--- src/rtl/rx_hsk_fifo_pkg.sv ---
// rx_hsk_fifo_pkg: shared FSM encodings and depth helper for rx_hsk_fifo.
package rx_hsk_fifo_pkg;
    typedef enum logic {W_IDLE = 1'b0, W_ACK = 1'b1} w_state_e;
    typedef enum logic [1:0] {R_IDLE = 2'd0, R_REQ = 2'd1, R_WAIT = 2'd2} r_state_e;
    localparam int DEPTH_LOG2_DEF = 4;
    localparam int DEPTH = 1 << DEPTH_LOG2_DEF;
    function automatic int depth_of(input int log2);
        return 1 << log2;
    endfunction
endpackage

--- src/rtl/rx_hsk_fifo_mem.sv ---
// rx_hsk_fifo_mem: DEPTH x DATA_W register array, synchronous write, combinational read.
module rx_hsk_fifo_mem
    import rx_hsk_fifo_pkg::*;
#(
    parameter int DATA_W     = 8,
    parameter int DEPTH_LOG2 = 4
) (
    input  logic                  in_clk,
    input  logic                  we_i,
    input  logic [DEPTH_LOG2-1:0] waddr_i,
    input  logic [DATA_W-1:0]     wdata_i,
    input  logic [DEPTH_LOG2-1:0] raddr_i,
    output logic [DATA_W-1:0]     rdata_o
);
    logic [DATA_W-1:0] mem_q [depth_of(DEPTH_LOG2)];
    always_ff @(posedge in_clk) begin
        if (we_i) mem_q[waddr_i] <= wdata_i;
    end
    assign rdata_o = mem_q[raddr_i];
endmodule

--- src/rtl/rx_hsk_fifo.sv ---
// rx_hsk_fifo: 4-phase req/ack byte FIFO between the FT245 RX side and the protocol engine.
// Define RX_HSK_FIFO_LEVEL_EN to expose out_level and the sticky high-water mark out_hwm.
module rx_hsk_fifo
    import rx_hsk_fifo_pkg::*;
#(
    parameter int DATA_W     = 8,
    parameter int DEPTH_LOG2 = 4,
    parameter int AF_MARGIN  = 2
) (
    input  logic              in_clk,
    input  logic              in_rst_n,
    input  logic              in_wr_req,
    input  logic [DATA_W-1:0] in_wr_data,
    output logic              out_wr_ack,
    output logic              out_rx_en,
    output logic              out_rd_req,
    output logic [DATA_W-1:0] out_rd_data,
    input  logic              in_rd_ack
`ifdef RX_HSK_FIFO_LEVEL_EN
    ,
    output logic [DEPTH_LOG2:0] out_level,
    output logic [DEPTH_LOG2:0] out_hwm
`endif
);
    localparam int DEPTH = depth_of(DEPTH_LOG2);
    localparam int CW    = DEPTH_LOG2 + 1;

    w_state_e              w_state_q, w_state_d;
    r_state_e              r_state_q, r_state_d;
    logic [DEPTH_LOG2-1:0] wr_ptr_q, rd_ptr_q;
    logic [CW-1:0]         count_q, count_d;
    logic                  wr_ack_q, wr_ack_d, rd_req_q, rd_req_d, rx_en_q, rx_en_d;
    logic [DATA_W-1:0]     rd_data_q, rd_data_d, mem_rd;
    logic                  full, empty, push, pop;

    assign full  = count_q == CW'(DEPTH);
    assign empty = count_q == '0;

    rx_hsk_fifo_mem #(.DATA_W(DATA_W), .DEPTH_LOG2(DEPTH_LOG2)) u_mem (
        .in_clk  (in_clk),
        .we_i    (push),
        .waddr_i (wr_ptr_q),
        .wdata_i (in_wr_data),
        .raddr_i (rd_ptr_q),
        .rdata_o (mem_rd)
    );

    always_comb begin
        w_state_d = w_state_q;
        wr_ack_d  = wr_ack_q;
        push      = 1'b0;
        if (w_state_q == W_IDLE) begin
            if (in_wr_req && !full) begin
                push      = 1'b1;
                w_state_d = W_ACK;
                wr_ack_d  = 1'b1;
            end
        end else if (!in_wr_req) begin
            w_state_d = W_IDLE;
            wr_ack_d  = 1'b0;
        end
        r_state_d = r_state_q;
        rd_req_d  = rd_req_q;
        rd_data_d = rd_data_q;
        pop       = 1'b0;
        case (r_state_q)
            R_IDLE: if (!empty) begin
                rd_data_d = mem_rd;
                rd_req_d  = 1'b1;
                r_state_d = R_REQ;
            end
            R_REQ: if (in_rd_ack) begin
                pop       = 1'b1;
                rd_req_d  = 1'b0;
                r_state_d = R_WAIT;
            end
            default: r_state_d = in_rd_ack ? R_WAIT : R_IDLE;
        endcase
        count_d = count_q + CW'(push) - CW'(pop);
        rx_en_d = count_d < CW'(DEPTH - AF_MARGIN);
    end

    always_ff @(posedge in_clk) begin
        if (!in_rst_n) begin
            w_state_q <= W_IDLE;
            r_state_q <= R_IDLE;
            wr_ptr_q  <= '0;
            rd_ptr_q  <= '0;
            count_q   <= '0;
            wr_ack_q  <= 1'b0;
            rd_req_q  <= 1'b0;
            rd_data_q <= '0;
            rx_en_q   <= 1'b0;
        end else begin
            w_state_q <= w_state_d;
            r_state_q <= r_state_d;
            wr_ptr_q  <= wr_ptr_q + DEPTH_LOG2'(push);
            rd_ptr_q  <= rd_ptr_q + DEPTH_LOG2'(pop);
            count_q   <= count_d;
            wr_ack_q  <= wr_ack_d;
            rd_req_q  <= rd_req_d;
            rd_data_q <= rd_data_d;
            rx_en_q   <= rx_en_d;
        end
    end

    assign out_wr_ack  = wr_ack_q;
    assign out_rd_req  = rd_req_q;
    assign out_rd_data = rd_data_q;
    assign out_rx_en   = rx_en_q;

`ifdef RX_HSK_FIFO_LEVEL_EN
    logic [CW-1:0] hwm_q;
    always_ff @(posedge in_clk) begin
        if (!in_rst_n) hwm_q <= '0;
        else hwm_q <= (count_d > hwm_q) ? count_d : hwm_q;
    end
    assign out_level = count_q;
    assign out_hwm   = hwm_q;
`endif
endmodule
--- config.mk ---
export PLATFORM = sky130hd
export DESIGN_NAME = rx_hsk_fifo
export DESIGN_NICKNAME = d
export VERILOG_FILES = /design/src/rtl/rx_hsk_fifo_pkg.sv /design/src/rtl/rx_hsk_fifo_mem.sv /design/src/rtl/rx_hsk_fifo.sv
export SDC_FILE = /design/constraint.sdc
export NUM_CORES = 1
export LEC_CHECK = 0
export BUFFER_PORTS_ARGS = -buffer_cell sky130_fd_sc_hd__buf_4
export CAP_MARGIN = 15
export CORE_MARGIN = 2
export CORE_UTILIZATION = 40
export CTS_CLUSTER_SIZE = 28
export DETAILED_ROUTE_END_ITERATION = 7
export GPL_ROUTABILITY_DRIVEN = 0
export PLACE_DENSITY = 0.54
export RECOVER_POWER = 100
export SLEW_MARGIN = 20
export SYNTH_ARGS = -nofsm -noshare
export SYNTH_HDL_FRONTEND = slang
export SYNTH_SLANG_ARGS = --single-unit
--- constraint.sdc ---
create_clock -name in_clk -period 3.75 [get_ports in_clk]
set_input_delay 0.375 -clock in_clk [delete_from_list [all_inputs] [get_ports in_clk]]
set_output_delay 0.375 -clock in_clk [all_outputs]
set_load 0.02 [all_outputs]
==> flow_metrics.py, run 1 <==
metrics = {
    "yosys": {
        "synthMuxAreaShare_pct": 14.55,
        "synthSimpleGateAreaFrac_pct": 5.250,
        "yosysMostFrequentCell": "edfxtp_1",
        "synth_cell_types": 36,
        "synth_async_sr_flop_share_pct": 0,
        "synth_top_family_by_area": "multiplexers",
        "synth_cells": 325,
        "ys_warn_count": 0,
        "synth-adder-area-share_pct": 2.398,
        "synth_edf_count": 128,
        "yosys-top-cells-area": "edfxtp_1 (63%), mux4_2 (12%), dfxtp_1 (8.9%)",
        "synth_largest_area_cell": "edfxtp_1",
        "synth_commonest_cells": "edfxtp_1 (128), mux4_2 (32), dfxtp_1 (27), nor2_1 (18), mux2i_1 (16)",
        "netlist.area_leader.share_pct": 63.50,
        "synth_compound_area_share_pct": 2.274,
        "syn_area_per_cell_um2": 18.63,
        "synth_seq_cells": 155,
        "syn_nets": 348,
        "synth_area_mm2": 0.006053,
        "synth-xor-area-share_pct": 1.158,
        "seq_area_frac_synth_pct": 72.43,
        "synthFlopType": "edfxtp_1",
    },
    "timing": {
        "period_share_pct": 83.30,
        "setup_viol": 0,
        "clock_skew_ns": 0.004488,
        "hold_viol_final": 0,
        "fin_crit_ns": 3.124,
        "max_freq_mhz": 320.1,
        "rsz0062_at_grt": "no",
        "worst_pin_slew_ns": 1.448,
        "slew_viol_final": 0,
        "relSlewSlack_pct": 3.476,
        "tns_ns": 0,
    },
    "cells_and_area": {
        "multiInputGateArea_mm2": 0.001539,
        "seqCellArea_mm2": 0.004385,
        "diodes": 0,
        "layout.nets": 384,
        "layoutNonFillerInstCount": 558,
        "syn2layout_area_growth_pct": 13.52,
        "drive_gt1_share_pct": 18.98,
        "fillers": 1252,
    },
    "placement": {
        "post-place-cells": 526,
        "post-dp-hpwl_um": 7426,
        "portBuffers": 22,
    },
    "setup_path": {
        "r2r-start": "count_q[3]",
        "critical_path.top_delay_family": "simple AND/OR/NAND/NOR gates",
        "worst_path_largest_cell_delay_ns": 1.09,
        "cp.arrival_ns": 3.14,
        "worst_r2r_endpoint": "u_mem.mem_q[0][2]",
        "cp_max_fo": 8,
        "reg2reg_depth": 6,
        "reg2reg_setup_slack_ns": 0.63,
        "path_class": "flop to flop",
        "path_cells": "inv_1 > ha_1 > and4bb_1 > or3b_1 > or3_1 > nor3_1",
        "cp-end-kind": "flop",
        "required_ns": 3.77,
        "cp.depth": 6,
        "cp.buffers_inverters": 1,
        "cpMaxStageDelayCell": "nor3_1",
        "start_kind": "flop",
    },
    "drt": {
        "num_vias": 2918,
        "firstDrtPassIters": 4,
        "drt-vias-per-instance": 5.229,
        "drt_iter0_markers": 158,
        "drc": 0,
        "wirelength_um": 11760,
        "wl_per_cell_um": 21.08,
        "antenna_left": 0,
    },
    "floorplan": {
        "die_h_um": 127.0,
        "pin_count": 23,
        "die_area_mm2": 0.01613,
        "die_w_um": 127.0,
        "rows": 44,
        "core_mm2": 0.01464,
        "initial_utilization_pct": 41.34,
    },
    "global_routing": {
        "grtUsageTotal_pct": 15.70,
        "grt_pass1_vias": 3084,
        "grt_max_degree": 23,
        "antenna_found_initial": 0,
        "grt_pass1_wl_um": 18190,
        "grt-ovfl-total": 0,
    },
    "min_path": {
        "min_to": "r_state_q[1]",
        "min_path_type": "primary input to flop",
        "worstHoldStart": "in_rd_ack",
        "worst_hold_path.num_cells": 3,
    },
    "cts": {
        "cts_max_level": 4,
        "clk_latency_ns": 0.41,
        "clkTransAtPathRegs_ns": 0.06,
        "cts_made_buffers": 17,
        "cts_resized": 0,
        "cts_tree": "built",
        "cts_buffer_depth": 2,
        "post_cts_buffers": 0,
        "clock-root-buffer": "clkbuf_16",
        "cts_hold_buf": 0,
        "cts.sinks": 155,
    },
    "power": {
        "p_per_area_mw_per_mm2": 617.9,
        "vdd_drop_max_uv": 323.8,
        "leakage_nw": 2.165,
    },
    "run": {
        "drv_cap": 0,
    },
    "outcome": {
        "status": "complete, no violations",
    },
}
## layout make-up
cell class                      instances  area share, %
Tap cell                              184          3.350
Multi-Input combinational cell        144          22.40
Inverter                                9         0.4916
Clock buffer                           21          6.701
Sequential cell                       155          63.82
Clock inverter                         11          1.056
Timing Repair Buffer                   34          2.185
## routing by layer
layer | up-vias | share of wire (%) | wire [um] | GRT usage [%]
met2 | 50 | 51 | 5987 | 26.66
li1 | 1353 | - | - | -
met1 | 1508 | 44 | 5146 | 20.09
met3 | 7 | 4.5 | 532 | 4.271
met5 | - | 0 | 0 | 0
met4 | 0 | 0.82 | 96 | 4.266
## per-stage QoR
stage	power, W	util (%)	area [um^2]	setup WS (ns)	hold slack (ns)
floorplan	0.002555	-	6053	1.090	0.4365
global placement	0.002816	44.14	6464	0.9687	0.4545
detailed placement	0.002839	44.14	6464	0.8259	0.4616
CTS	0.004368	47.78	6997	0.8161	0.1876
global route	0.004429	46.92	6872	0.3351	0.1970
finish	0.004246	46.92	6872	0.6261	0.2044
## sequential cells by signal (all words and copies together), names as in the netlist
| register | flops |
|---|---|
| u_mem.mem_q | 128 |
| out_rd_data | 8 |
| count_q | 5 |
| rd_ptr_q | 4 |
| wr_ptr_q | 4 |
| r_state_q | 2 |
| out_rd_req | 1 |
| out_rx_en | 1 |
| out_wr_ack | 1 |
| w_state_q | 1 |
## power breakdown
group	internal, W	switching [W]
registers	0.00200	0.0000728
clock network	0.000877	0.000650
logic	0.000242	0.000403
## layout by cell type (no fill, tap or decap), drive strengths merged, types with 8 or more instances in the layout
cell type  instances
and2               9
o221ai             8
edfxtp           128
ha                10
clkbuf            49
mux2i             16
nor2              18
inv                9
mux4              32
dfxtp             27
nand3             11
## tightest hold or removal path: cells and delay by family
kind	cells	cell delay, ns
buffers and inverters	1	0.11
AND/OR/NAND/NOR	2	0.09
## worst max path at each step
stage | from | end | slack [ns]
3_3_place_gp | count_q[2] | out_rx_en | 0.97
4_1_cts | count_q[3] | out_rx_en | 0.82
2_1_floorplan | count_q[2] | out_rx_en | 1.09
3_5_place_dp | count_q[3] | out_rx_en | 0.83
5_1_grt | count_q[2] | u_mem.mem_q[0][0] | 0.34
6_report | count_q[3] | u_mem.mem_q[0][2] | 0.63
## cell families after synthesis
kind of cell / after synthesis
AO/OA/AOI/OAI: 19
flip-flops: 155
adder cells (fa/ha/maj): 11
buffers and inverters: 26
multiplexers: 48
XOR/XNOR: 8
AND/OR/NAND/NOR: 58
Power figures use the tool's default switching activity.
==> inputs of run 2 (changes only) <==
- PLACE_DENSITY: 0.54 -> 0.56
- clock period: 3.75 -> 2.7 ns (I/O delays scaled with it)
==> run 2 against run 1 <==
Core utilization is 2.3 points higher; highest routed layer unchanged; largest cell class unchanged; sequential share of layout area down 3.0 points; count of clock-buffer cells in the layout shrank 2; largest power group unchanged.
==> flow_metrics.py, run 2 (synthesis results as in run 1) <==
metrics = {
    "timing": {
        "rsz0062_at_grt": "yes",
        "fin_ws_ns": 0.01350,
        "period_share_pct": 99.50,
        "tns_ns": 0,
        "fin_crit_ns": 2.687,
        "worst_pin_slew_ns": 0.8360,
        "slew_viol_final": 0,
        "relSlewSlack_pct": 43.66,
        "setup_viol": 0,
        "hold_viol_final": 0,
        "max_freq_mhz": 372.2,
        "clock_skew_ns": 0.007708,
        "timing.hold.ws_ns": 0.09034,
    },
    "setup_path": {
        "reg2reg_setup_slack_ns": 0.01,
        "r2r-start": "count_q[2]",
        "cp-end-kind": "flop",
        "path_cells": "inv_2 > ha_4 > and4bb_1 > or3b_4 > ha_4 > inv_2 > ha_4 > fa_2 > a21oi_2 > o21bai_1 > xnor2_1 > a311oi_1",
        "worst_path_largest_cell_delay_ns": 0.43,
        "cpMaxStageDelayCell": "or3b_4",
        "crit_start": "count_q[2]",
        "path_class": "flop to flop",
        "start_kind": "flop",
        "worst_r2r_endpoint": "out_rx_en",
        "crit_top_cell": "ha_4",
        "reg2reg_depth": 12,
        "cp_max_fo": 2,
        "crit_end": "out_rx_en",
        "required_ns": 3.02,
        "cp.arrival_ns": 3.01,
    },
    "cells_and_area": {
        "seqCellArea_mm2": 0.004388,
        "multiInputGateArea_mm2": 0.001603,
        "most-common-layout-cells": "edfxtp_1 (128), buf_4 (40), mux4_2 (32), dfxtp_1 (24), nor2_1 (18)",
        "fillers": 1232,
        "layout.nets": 399,
        "layout_commonest_cell": "edfxtp_1",
        "largest_reg_flops": 128,
        "drive_gt1_share_pct": 31.11,
        "syn2layout_area_growth_pct": 19.16,
        "regMostFlops": "u_mem.mem_q",
        "diodes": 0,
    },
    "floorplan": {
        "core_mm2": 0.01464,
        "initial_utilization_pct": 41.34,
        "rows": 44,
        "pin_count": 23,
        "die_h_um": 127.0,
        "die_area_mm2": 0.01613,
        "die_w_um": 127.0,
    },
    "drt": {
        "wl_per_cell_um": 21.12,
        "antenna_left": 0,
        "drt-vias-per-instance": 5.319,
        "firstDrtPassIters": 6,
        "num_vias": 3048,
        "drt_iter0_markers": 163,
        "drc": 0,
        "wirelength_um": 12100,
    },
    "cts": {
        "cts_made_buffers": 17,
        "clock-root-buffer": "clkbuf_16",
        "cts_tree": "built",
        "clkTransAtPathRegs_ns": 0.06,
        "clk_latency_ns": 0.42,
        "cts_buffer_depth": 2,
        "cts.sinks": 155,
        "cts_max_level": 4,
        "post_cts_buffers": 0,
        "cts_hold_buf": 0,
    },
    "power": {
        "leakage_nw": 2.377,
        "vdd_drop_max_uv": 625.4,
        "power.total_w": 0.006418,
        "p_per_area_mw_per_mm2": 889.8,
    },
    "placement": {
        "post-dp-hpwl_um": 7678,
        "place_worst_setup_slack_ns": -0.1104,
        "portBuffers": 22,
    },
    "min_path": {
        "min_path_type": "primary input to flop",
    },
    "outcome": {
        "status": "complete, no violations",
    },
    "global_routing": {
        "grt-ovfl-total": 0,
        "grt_pass1_wl_um": 18820,
        "grtUsageTotal_pct": 16.27,
        "antenna_found_initial": 0,
        "grt_max_degree": 34,
        "grt_pass1_vias": 3258,
    },
    "run": {
        "drv_cap": 0,
    },
}
==> run 2: metal layers <==
| layer | track usage, % | wire [um] | vias to the layer above |
|---|---|---|---|
| met5 | 0 | 0 | - |
| met4 | 6.529 | 227 | 0 |
| met3 | 5.151 | 779 | 18 |
| met2 | 27.01 | 6108 | 82 |
| met1 | 19.95 | 4986 | 1558 |
| li1 | - | - | 1390 |
==> run 2: repair_timing <==
item / CTS / global route
pin swaps: 3 / 7
setup endpoints to repair: 2 / 2
resized for setup: 6 / 6
==> run 2: worst min path at each step <==
stage / slack (ns) / to / cells after the start / from
floorplan: 0.37 / u_mem.mem_q[0][0] / 0 / in_wr_data[0]
global placement: 0.46 / out_rd_req / 2 / out_rd_req
detailed placement: 0.46 / w_state_q / 2 / w_state_q
CTS: 0.07 / r_state_q[1] / 3 / in_rd_ack
global route: 0.08 / w_state_q / 3 / in_wr_req
finish: 0.09 / r_state_q[1] / 3 / in_rd_ack
==> run 2: power by group <==
group          total (W)  switching [W]  internal [W]
logic            0.00109       0.000588      0.000503
registers        0.00290       0.000122       0.00278
clock network    0.00243       0.000939       0.00149
==> run 2: final cells by class <==
class | count | share of cell area [%]
Clock buffer | 19 | 6.141
Clock inverter | 13 | 2.290
Inverter | 9 | 0.4683
Multi-Input combinational cell | 144 | 22.22
Sequential cell | 155 | 60.83
Tap cell | 184 | 3.192
Timing Repair Buffer | 49 | 4.857
==> run 2: worst max-delay path, delay by kind of cell, from the launching register on <==
kind | cells | cell delay [ns]
fa+ha+maj | 4 | 0.91
simple gates | 2 | 0.65
compound gates | 3 | 0.46
flops | 1 | 0.34
xor+xnor | 1 | 0.14
buf+inv | 2 | 0.09
==> run 2: stage by stage <==
stage	cell area [um^2]	util, %	instances
3_5_place_dp	6589	44.99	541
5_1_grt	7213	49.26	573
3_3_place_gp	6589	44.99	541
4_1_cts	7211	49.24	573
2_1_floorplan	6053	-	325
6_report	7213	49.26	573
